**src/rtl/block_sweep_ctrl_pkg.sv**
```systemverilog
`default_nettype none
// ============================================================================
//  Module      : block_sweep_ctrl_pkg
//  Description : Shared types and constants for the logic-block sweep
//                controller (FSM states, vector geometry, bit positions).
//  Revision    : 1.0  initial release
// ============================================================================
package block_sweep_ctrl_pkg;

  // Sweep controller states
  typedef enum logic [2:0] {
    IDLE  = 3'd0,
    DRIVE = 3'd1,
    WAIT  = 3'd2,
    CHECK = 3'd3,
    DONE  = 3'd4
  } state_e;

  localparam int VEC_COUNT = 16;  // all {I0,I1,S0,S1} combinations
  localparam int ERR_W     = 5;   // holds 0..16 without wrapping
  localparam int IDX_W     = 4;   // vector index width
  localparam int CNT_W     = 4;   // settle counter width

  // Position of each block input inside a 4-bit test vector
  localparam int VB_I0 = 3;
  localparam int VB_I1 = 2;
  localparam int VB_S0 = 1;
  localparam int VB_S1 = 0;

endpackage : block_sweep_ctrl_pkg
`default_nettype wire

```
**src/rtl/block_sweep_ctrl_if.sv**
```systemverilog
`default_nettype none
// ============================================================================
//  Module      : block_sweep_ctrl_if
//  Description : Bundle of the sweep controller's start/result handshake and
//                the pins that drive/observe the 2-input/2-select block.
//  Revision    : 1.0  initial release
// ============================================================================
interface block_sweep_ctrl_if;
  import block_sweep_ctrl_pkg::*;

  logic             start;
  logic             dut_i0;
  logic             dut_i1;
  logic             dut_s0;
  logic             dut_s1;
  logic             dut_o0;
  logic             dut_o1;
  logic             busy;
  logic             done;
  logic             pass;
  logic [ERR_W-1:0] err_cnt;
  logic [IDX_W-1:0] first_fail;
  logic             first_fail_v;

  // Environment side: issues start, models the block outputs, reads results
  modport master (
    output start, dut_o0, dut_o1,
    input  dut_i0, dut_i1, dut_s0, dut_s1,
    input  busy, done, pass, err_cnt, first_fail, first_fail_v
  );

  // Controller side
  modport slave (
    input  start, dut_o0, dut_o1,
    output dut_i0, dut_i1, dut_s0, dut_s1,
    output busy, done, pass, err_cnt, first_fail, first_fail_v
  );

endinterface : block_sweep_ctrl_if
`default_nettype wire

```
**src/rtl/block_sweep_ctrl_golden.sv**
```systemverilog
`default_nettype none
// ============================================================================
//  Module      : block_golden_model
//  Description : Combinational reference of the 2-input/2-select logic block.
//                Produces the expected O0/O1 for one input combination.
//  Revision    : 1.0  initial release
// ============================================================================
module block_golden_model (
  input  logic i0_i,
  input  logic i1_i,
  input  logic s0_i,
  input  logic s1_i,
  output logic exp_o0_o,
  output logic exp_o1_o
);

  logic a_w;
  logic b_w;
  logic c_w;

  // Block transfer function
  always_comb begin
    a_w      = s1_i | i0_i;
    b_w      = s0_i & i1_i;
    c_w      = a_w ^ b_w;
    exp_o0_o = s0_i ? (a_w | b_w) : c_w;
    exp_o1_o = s1_i ? c_w : (a_w & b_w);
  end

endmodule : block_golden_model
`default_nettype wire

```
**src/rtl/block_sweep_ctrl.sv**
```systemverilog
`default_nettype none
// ============================================================================
//  Module      : block_sweep_ctrl
//  Description : BIST driver/checker for the 2-input/2-select logic block.
//                Walks all 16 input vectors, samples O0/O1 after a settle
//                time, and reports error count, first failing vector, pass.
//  Revision    : 1.0  initial release
// ============================================================================
module block_sweep_ctrl
  import block_sweep_ctrl_pkg::*;
#(
  parameter int SETTLE_CYCLES = 2   // 0..15
) (
  input  logic               clk,
  input  logic               rst,
  block_sweep_ctrl_if.slave  bus
);

  localparam logic [IDX_W-1:0] IDX_LAST    = IDX_W'(VEC_COUNT - 1);
  // Only meaningful when SETTLE_CYCLES > 0; WAIT is skipped otherwise
  localparam logic [CNT_W-1:0] SETTLE_LAST = CNT_W'(SETTLE_CYCLES - 1);

  state_e           state_q, state_d;
  logic [IDX_W-1:0] idx_q, idx_d;
  logic [CNT_W-1:0] cnt_q, cnt_d;
  logic [3:0]       vec_q, vec_d;
  logic [ERR_W-1:0] err_q, err_d;
  logic [IDX_W-1:0] ff_q, ff_d;
  logic             ffv_q, ffv_d;
  logic             pass_q, pass_d;

  logic             exp_o0_w;
  logic             exp_o1_w;
  logic             mismatch_w;

  // Expected response for the vector currently on the block pins
  block_golden_model u_golden (
    .i0_i     (vec_q[VB_I0]),
    .i1_i     (vec_q[VB_I1]),
    .s0_i     (vec_q[VB_S0]),
    .s1_i     (vec_q[VB_S1]),
    .exp_o0_o (exp_o0_w),
    .exp_o1_o (exp_o1_w)
  );

  // Case-equality so X/Z from the block is treated as a failure in simulation
  assign mismatch_w = (bus.dut_o0 !== exp_o0_w) | (bus.dut_o1 !== exp_o1_w);

  // State and datapath registers
  always_ff @(posedge clk) begin
    if (rst) begin
      state_q <= IDLE;
      idx_q   <= '0;
      cnt_q   <= '0;
      vec_q   <= '0;
      err_q   <= '0;
      ff_q    <= '0;
      ffv_q   <= 1'b0;
      pass_q  <= 1'b0;
    end else begin
      state_q <= state_d;
      idx_q   <= idx_d;
      cnt_q   <= cnt_d;
      vec_q   <= vec_d;
      err_q   <= err_d;
      ff_q    <= ff_d;
      ffv_q   <= ffv_d;
      pass_q  <= pass_d;
    end
  end

  // Next-state logic
  always_comb begin
    state_d = state_q;
    unique case (state_q)
      IDLE:    if (bus.start) state_d = DRIVE;
      DRIVE:   state_d = (SETTLE_CYCLES == 0) ? CHECK : WAIT;
      WAIT:    if (cnt_q == SETTLE_LAST) state_d = CHECK;
      CHECK:   state_d = (idx_q == IDX_LAST) ? DONE : DRIVE;
      DONE:    state_d = IDLE;
      default: state_d = IDLE;
    endcase
  end

  // Datapath next values: vector launch, settle count, result accumulation
  always_comb begin
    idx_d  = idx_q;
    cnt_d  = cnt_q;
    vec_d  = vec_q;
    err_d  = err_q;
    ff_d   = ff_q;
    ffv_d  = ffv_q;
    pass_d = pass_q;
    unique case (state_q)
      IDLE: begin
        if (bus.start) begin
          idx_d  = '0;
          err_d  = '0;
          ff_d   = '0;
          ffv_d  = 1'b0;
          pass_d = 1'b0;
        end
      end
      DRIVE: begin
        vec_d = idx_q;
        cnt_d = '0;
      end
      WAIT: cnt_d = cnt_q + CNT_W'(1);
      CHECK: begin
        // One count per failing vector regardless of how many bits differ
        if (mismatch_w) begin
          err_d = err_q + ERR_W'(1);
          if (!ffv_q) begin
            ff_d  = idx_q;
            ffv_d = 1'b1;
          end
        end
        // pass is registered on the way into DONE so it is valid with done
        if (idx_q == IDX_LAST) pass_d = (err_d == '0);
        else                   idx_d  = idx_q + IDX_W'(1);
      end
      default: ;
    endcase
  end

  // Outputs decoded from state and result registers
  always_comb begin
    bus.busy         = (state_q == DRIVE) || (state_q == WAIT) || (state_q == CHECK);
    bus.done         = (state_q == DONE);
    bus.pass         = pass_q;
    bus.err_cnt      = err_q;
    bus.first_fail   = ff_q;
    bus.first_fail_v = ffv_q;
    bus.dut_i0       = vec_q[VB_I0];
    bus.dut_i1       = vec_q[VB_I1];
    bus.dut_s0       = vec_q[VB_S0];
    bus.dut_s1       = vec_q[VB_S1];
  end

endmodule : block_sweep_ctrl
`default_nettype wire

```
**src/flat_wrapper.sv**
```systemverilog
// flat-port wrapper written by rule: the top's interface ports become plain ports
module block_sweep_ctrl_flat import block_sweep_ctrl_pkg::*;
#(
  parameter int SETTLE_CYCLES = 2           
)
  (clk, rst, bus_start, bus_dut_o0, bus_dut_o1, bus_dut_i0, bus_dut_i1, bus_dut_s0, bus_dut_s1, bus_busy, bus_done, bus_pass, bus_err_cnt, bus_first_fail, bus_first_fail_v);
  block_sweep_ctrl_if bus_i ();
  input  logic clk;
  input  logic rst;
  input wire logic [$bits(bus_i.start)-1:0] bus_start;
  input wire logic [$bits(bus_i.dut_o0)-1:0] bus_dut_o0;
  input wire logic [$bits(bus_i.dut_o1)-1:0] bus_dut_o1;
  output wire logic [$bits(bus_i.dut_i0)-1:0] bus_dut_i0;
  output wire logic [$bits(bus_i.dut_i1)-1:0] bus_dut_i1;
  output wire logic [$bits(bus_i.dut_s0)-1:0] bus_dut_s0;
  output wire logic [$bits(bus_i.dut_s1)-1:0] bus_dut_s1;
  output wire logic [$bits(bus_i.busy)-1:0] bus_busy;
  output wire logic [$bits(bus_i.done)-1:0] bus_done;
  output wire logic [$bits(bus_i.pass)-1:0] bus_pass;
  output wire logic [$bits(bus_i.err_cnt)-1:0] bus_err_cnt;
  output wire logic [$bits(bus_i.first_fail)-1:0] bus_first_fail;
  output wire logic [$bits(bus_i.first_fail_v)-1:0] bus_first_fail_v;
  assign bus_i.start = bus_start;
  assign bus_i.dut_o0 = bus_dut_o0;
  assign bus_i.dut_o1 = bus_dut_o1;
  assign bus_dut_i0 = bus_i.dut_i0;
  assign bus_dut_i1 = bus_i.dut_i1;
  assign bus_dut_s0 = bus_i.dut_s0;
  assign bus_dut_s1 = bus_i.dut_s1;
  assign bus_busy = bus_i.busy;
  assign bus_done = bus_i.done;
  assign bus_pass = bus_i.pass;
  assign bus_err_cnt = bus_i.err_cnt;
  assign bus_first_fail = bus_i.first_fail;
  assign bus_first_fail_v = bus_i.first_fail_v;
  block_sweep_ctrl #(.SETTLE_CYCLES(SETTLE_CYCLES)) u_core (.clk(clk), .rst(rst), .bus(bus_i));
endmodule
```
**config.mk**
```make
export PLATFORM = sky130hd
export DESIGN_NAME = block_sweep_ctrl_flat
export DESIGN_NICKNAME = d
export VERILOG_FILES = /design/src/rtl/block_sweep_ctrl_pkg.sv /design/src/rtl/block_sweep_ctrl_if.sv /design/src/rtl/block_sweep_ctrl_golden.sv /design/src/rtl/block_sweep_ctrl.sv /design/src/flat_wrapper.sv
export SDC_FILE = /design/constraint.sdc
export NUM_CORES = 1
export LEC_CHECK = 0
export ABC_AREA = 1
export BUFFER_PORTS_ARGS = -buffer_cell sky130_fd_sc_hd__buf_2
export CAP_MARGIN = 10
export CORE_MARGIN = 1
export CORE_UTILIZATION = 40
export CTS_BUF_LIST = sky130_fd_sc_hd__clkbuf_4
export CTS_CLUSTER_DIAMETER = 200
export DETAILED_ROUTE_END_ITERATION = 12
export GPL_ROUTABILITY_DRIVEN = 0
export PLACE_DENSITY = 0.57
export SLEW_MARGIN = 20
export SYNTH_ARGS = -nofsm -noshare
export SYNTH_HDL_FRONTEND = slang
export SYNTH_SLANG_ARGS = --single-unit
```
**constraint.sdc**
```tcl
create_clock -name clk -period 2.12 [get_ports clk]
set_input_delay 0.318 -clock clk [delete_from_list [all_inputs] [get_ports clk]]
set_output_delay 0.318 -clock clk [all_outputs]
set_load 0.02 [all_outputs]
```
==> results.md <==
* Status: complete, no violations
* CP Data Required Time at 2.34 ns
* Ant diodes at 0
* Crit path launch type: register
* Most common cell after layout, fill and taps aside: nand2_1
* CP Data Arrival Time at 2.12 ns
* Most frequent cells in the layout: 45 x nand2_1, 28 x inv_1, 26 x dfxtp_1, 21 x buf_2, 18 x nor2_1
* Synthesized flop and latch total at 26
* Non-Filler Instances at 265
* Total power at 1.49 mW
* Crit path capture: u_core.bus.first_fail[1]
* Starting Density at 0.433
* Reg-to-reg endpoint: u_core.bus.first_fail[1]
* CP max FO at 6
* Vias in the first global route at 1201
* Die area at 0.00365 mm²
* Yosys cell types at 26
* Setup tns final at 0 ns
* Actual slew at the worst max-slew pin at 0.445 ns
* Vias at 1302
* Max Cap Viol at 0
* Tmin final at 1.89 ns
* Seq/Total Area, Yosys at 0.382
* HPWL Detailed at 2170 µm
* Final Skew at 0.00478 ns
* PwrDens at 963 mW/mm²
* Core area at 0.00315 mm²
* Maximum level of the CTS H-tree at 1
* Layout cells sized above 1 at 0.163
* Simple-Gate Fraction of Synth Area at 0.307
* Synth Instances at 199
* Pin count of the biggest net entering global routing at 16
* Synthesized area at 0.00136 mm²
* Relative slew slack at 0.700
* Fin. Hold Viols at 0
* First DRT Iteration DRCs at 74
* Grt ovf at 0
* Sink Count at 26
* Worst-path clk slew at 0.13 ns
* Footprint of the multi-input gates at 721 µm²
* Syn_nets at 210
* Root buffer cell: clkbuf_4
* Layout Area Growth over Synthesis at 13.2%
* IO Pins at 22
* Ys Warns at 0
* Compound-Gate Fraction of Synth Area at 0.140
* Worst hold path class: input pin to register
* Port bufs at 21
* Dpl ws at 0.151 ns
* Core Rows at 20
* Fin crit share at 0.892
* Die Ht at 60.4 µm
* Drt via density at 4.91
* Worst-case clock buffer depth at 2
* Largest family of logic cells by synthesized area: simple AND/OR/NAND/NOR gates
* WL/cell at 10.8 µm
* R2R Setup Slk at 0.23 ns
* Worst reg-to-reg path cell count at 13
* Post-Synth Adder-Cell Area at 0.0550
* Leak at 0.700 nW
* Launch point of the worst reg-to-reg path: u_core.vec_q[0]
* TritonCTS buffer count at 3
* PostCTS Resize Cnt at 0
* Initial DRT Pass Iterations at 4
* Max Clock Freq at 0.529 GHz
* Hold Crit Start: rst
* Sequential cell area at 520 µm²
* Setup violations, final at 0
* Drt drc at 0
* Post-synthesis xor/xnor area fraction at 0.0193
* Final WS setup at 0.228 ns
* Post-synth EDFFs at 0
* Die extent in x at 60.4 µm
* Worst Setup SP: u_core.vec_q[0]
* Post-synth ARST share at 0
* Worst VDD drop at 0.353 mV
* First-pass GRT wire length at 4940 µm
* DP Cell Count at 262
* DRT antenna net count at 0
* Mean Syn Cell Area at 6.85 µm²
* Worst setup EP type: register
* CTS tree: done
* Final WL at 2860 µm
* Top_reg_cell synth: dfxtp_1
* Nets@finish at 234
* CP Class: register to register
* # fillers at 357
* Max-slew violations at 0
* Gr usage total at 0.178
* Worst skew pair latency at 0.33 ns
* Antenna violations before repair at 0
* Hold_buf cts at 0
* Setup bufs post-CTS at 0
* Mux share of post-synthesis cell area at 0
-- worst max-delay path, stage by stage (launching register included) --
cell,delay (ns)
dfxtp_1,0.36
nor2_1,0.14
inv_1,0.06
ha_1,0.31
inv_1,0.08
nand2_1,0.07
nand3_1,0.08
nand2_2,0.10
nand3_1,0.11
nand2_1,0.11
a21oi_2,0.19
nand2_1,0.07
o21ai_0,0.07
nor2_1,0.06
-- stage by stage --
stage	instance area, µm²	hold WS (ns)	utilization
after floorplan	1360	0.387	-
after global placement	1510	0.451	0.480
after detailed placement	1510	0.456	0.480
after CTS	1540	0.349	0.487
after global routing	1540	0.355	0.490
final	1540	0.352	0.490
-- logic make-up (layout without fill, tap and decap cells) --
group	after synthesis	in the layout
AO/OA/AOI/OAI	36	36
XOR/XNOR	3	3
adder cells (fa/ha/maj)	6	6
buffers and inverters	34	56
flip-flops	26	26
AND/OR/NAND/NOR	94	94
-- cells in the mapped netlist, types with 2 or more instances --
| cell | number | area share |
|---|---|---|
| xor2_1 | 2 | 0.013 |
| nand2_1 | 47 | 0.13 |
| nor2_1 | 18 | 0.050 |
| dfxtp_1 | 26 | 0.38 |
| nor2_4 | 2 | 0.017 |
| inv_1 | 29 | 0.080 |
| inv_2 | 2 | 0.0055 |
| a21oi_1 | 18 | 0.066 |
| nand3b_1 | 2 | 0.011 |
| nor3_1 | 4 | 0.015 |
| o21ai_0 | 13 | 0.048 |
| nand4_1 | 2 | 0.0092 |
| ha_1 | 6 | 0.055 |
| nand3_1 | 16 | 0.059 |
-- per-layer routing --
metal | global-route usage | up-vias | part of all wire
met2 | 0.312 | 22 | 0.46
met1 | 0.220 | 587 | 0.49
met4 | 0.0797 | 0 | 0.019
met5 | 0 | - | 0
li1 | - | 686 | -
met3 | 0.0192 | 7 | 0.025
-- state kept, by name, summed over array words and instances, names as in the netlist --
name / flops
u_core.bus.err_cnt: 5
u_core.vec_q: 4
u_core.idx_q: 4
u_core.bus.first_fail: 4
u_core.bus.first_fail_v: 1
u_core.bus.pass: 1
u_core.state_q: 3
u_core.cnt_q: 4
-- layout make-up --
cell class	count	share of cell area
multi-input cells	139	0.467
repair buffers	21	0.0681
well taps	44	0.0357
inverters	32	0.0778
clock buffers	3	0.0146
flip-flops and latches	26	0.337
-- worst min-delay path by stage --
stage | to | slack, ns | cells after the start
3_3_place_gp | u_core.cnt_q[3] | 0.45 | 1
4_1_cts | u_core.cnt_q[1] | 0.35 | 2
2_1_floorplan | u_core.bus.err_cnt[0] | 0.39 | 1
6_report | u_core.idx_q[1] | 0.35 | 2
5_1_grt | u_core.cnt_q[1] | 0.35 | 2
3_5_place_dp | u_core.cnt_q[3] | 0.46 | 1
-- report_power, final --
part | internal, mW | switching (mW)
registers | 0.556 | 0.0631
clock network | 0.0668 | 0.143
logic | 0.201 | 0.457
No activity file was read; power rests on OpenSTA's default activity.
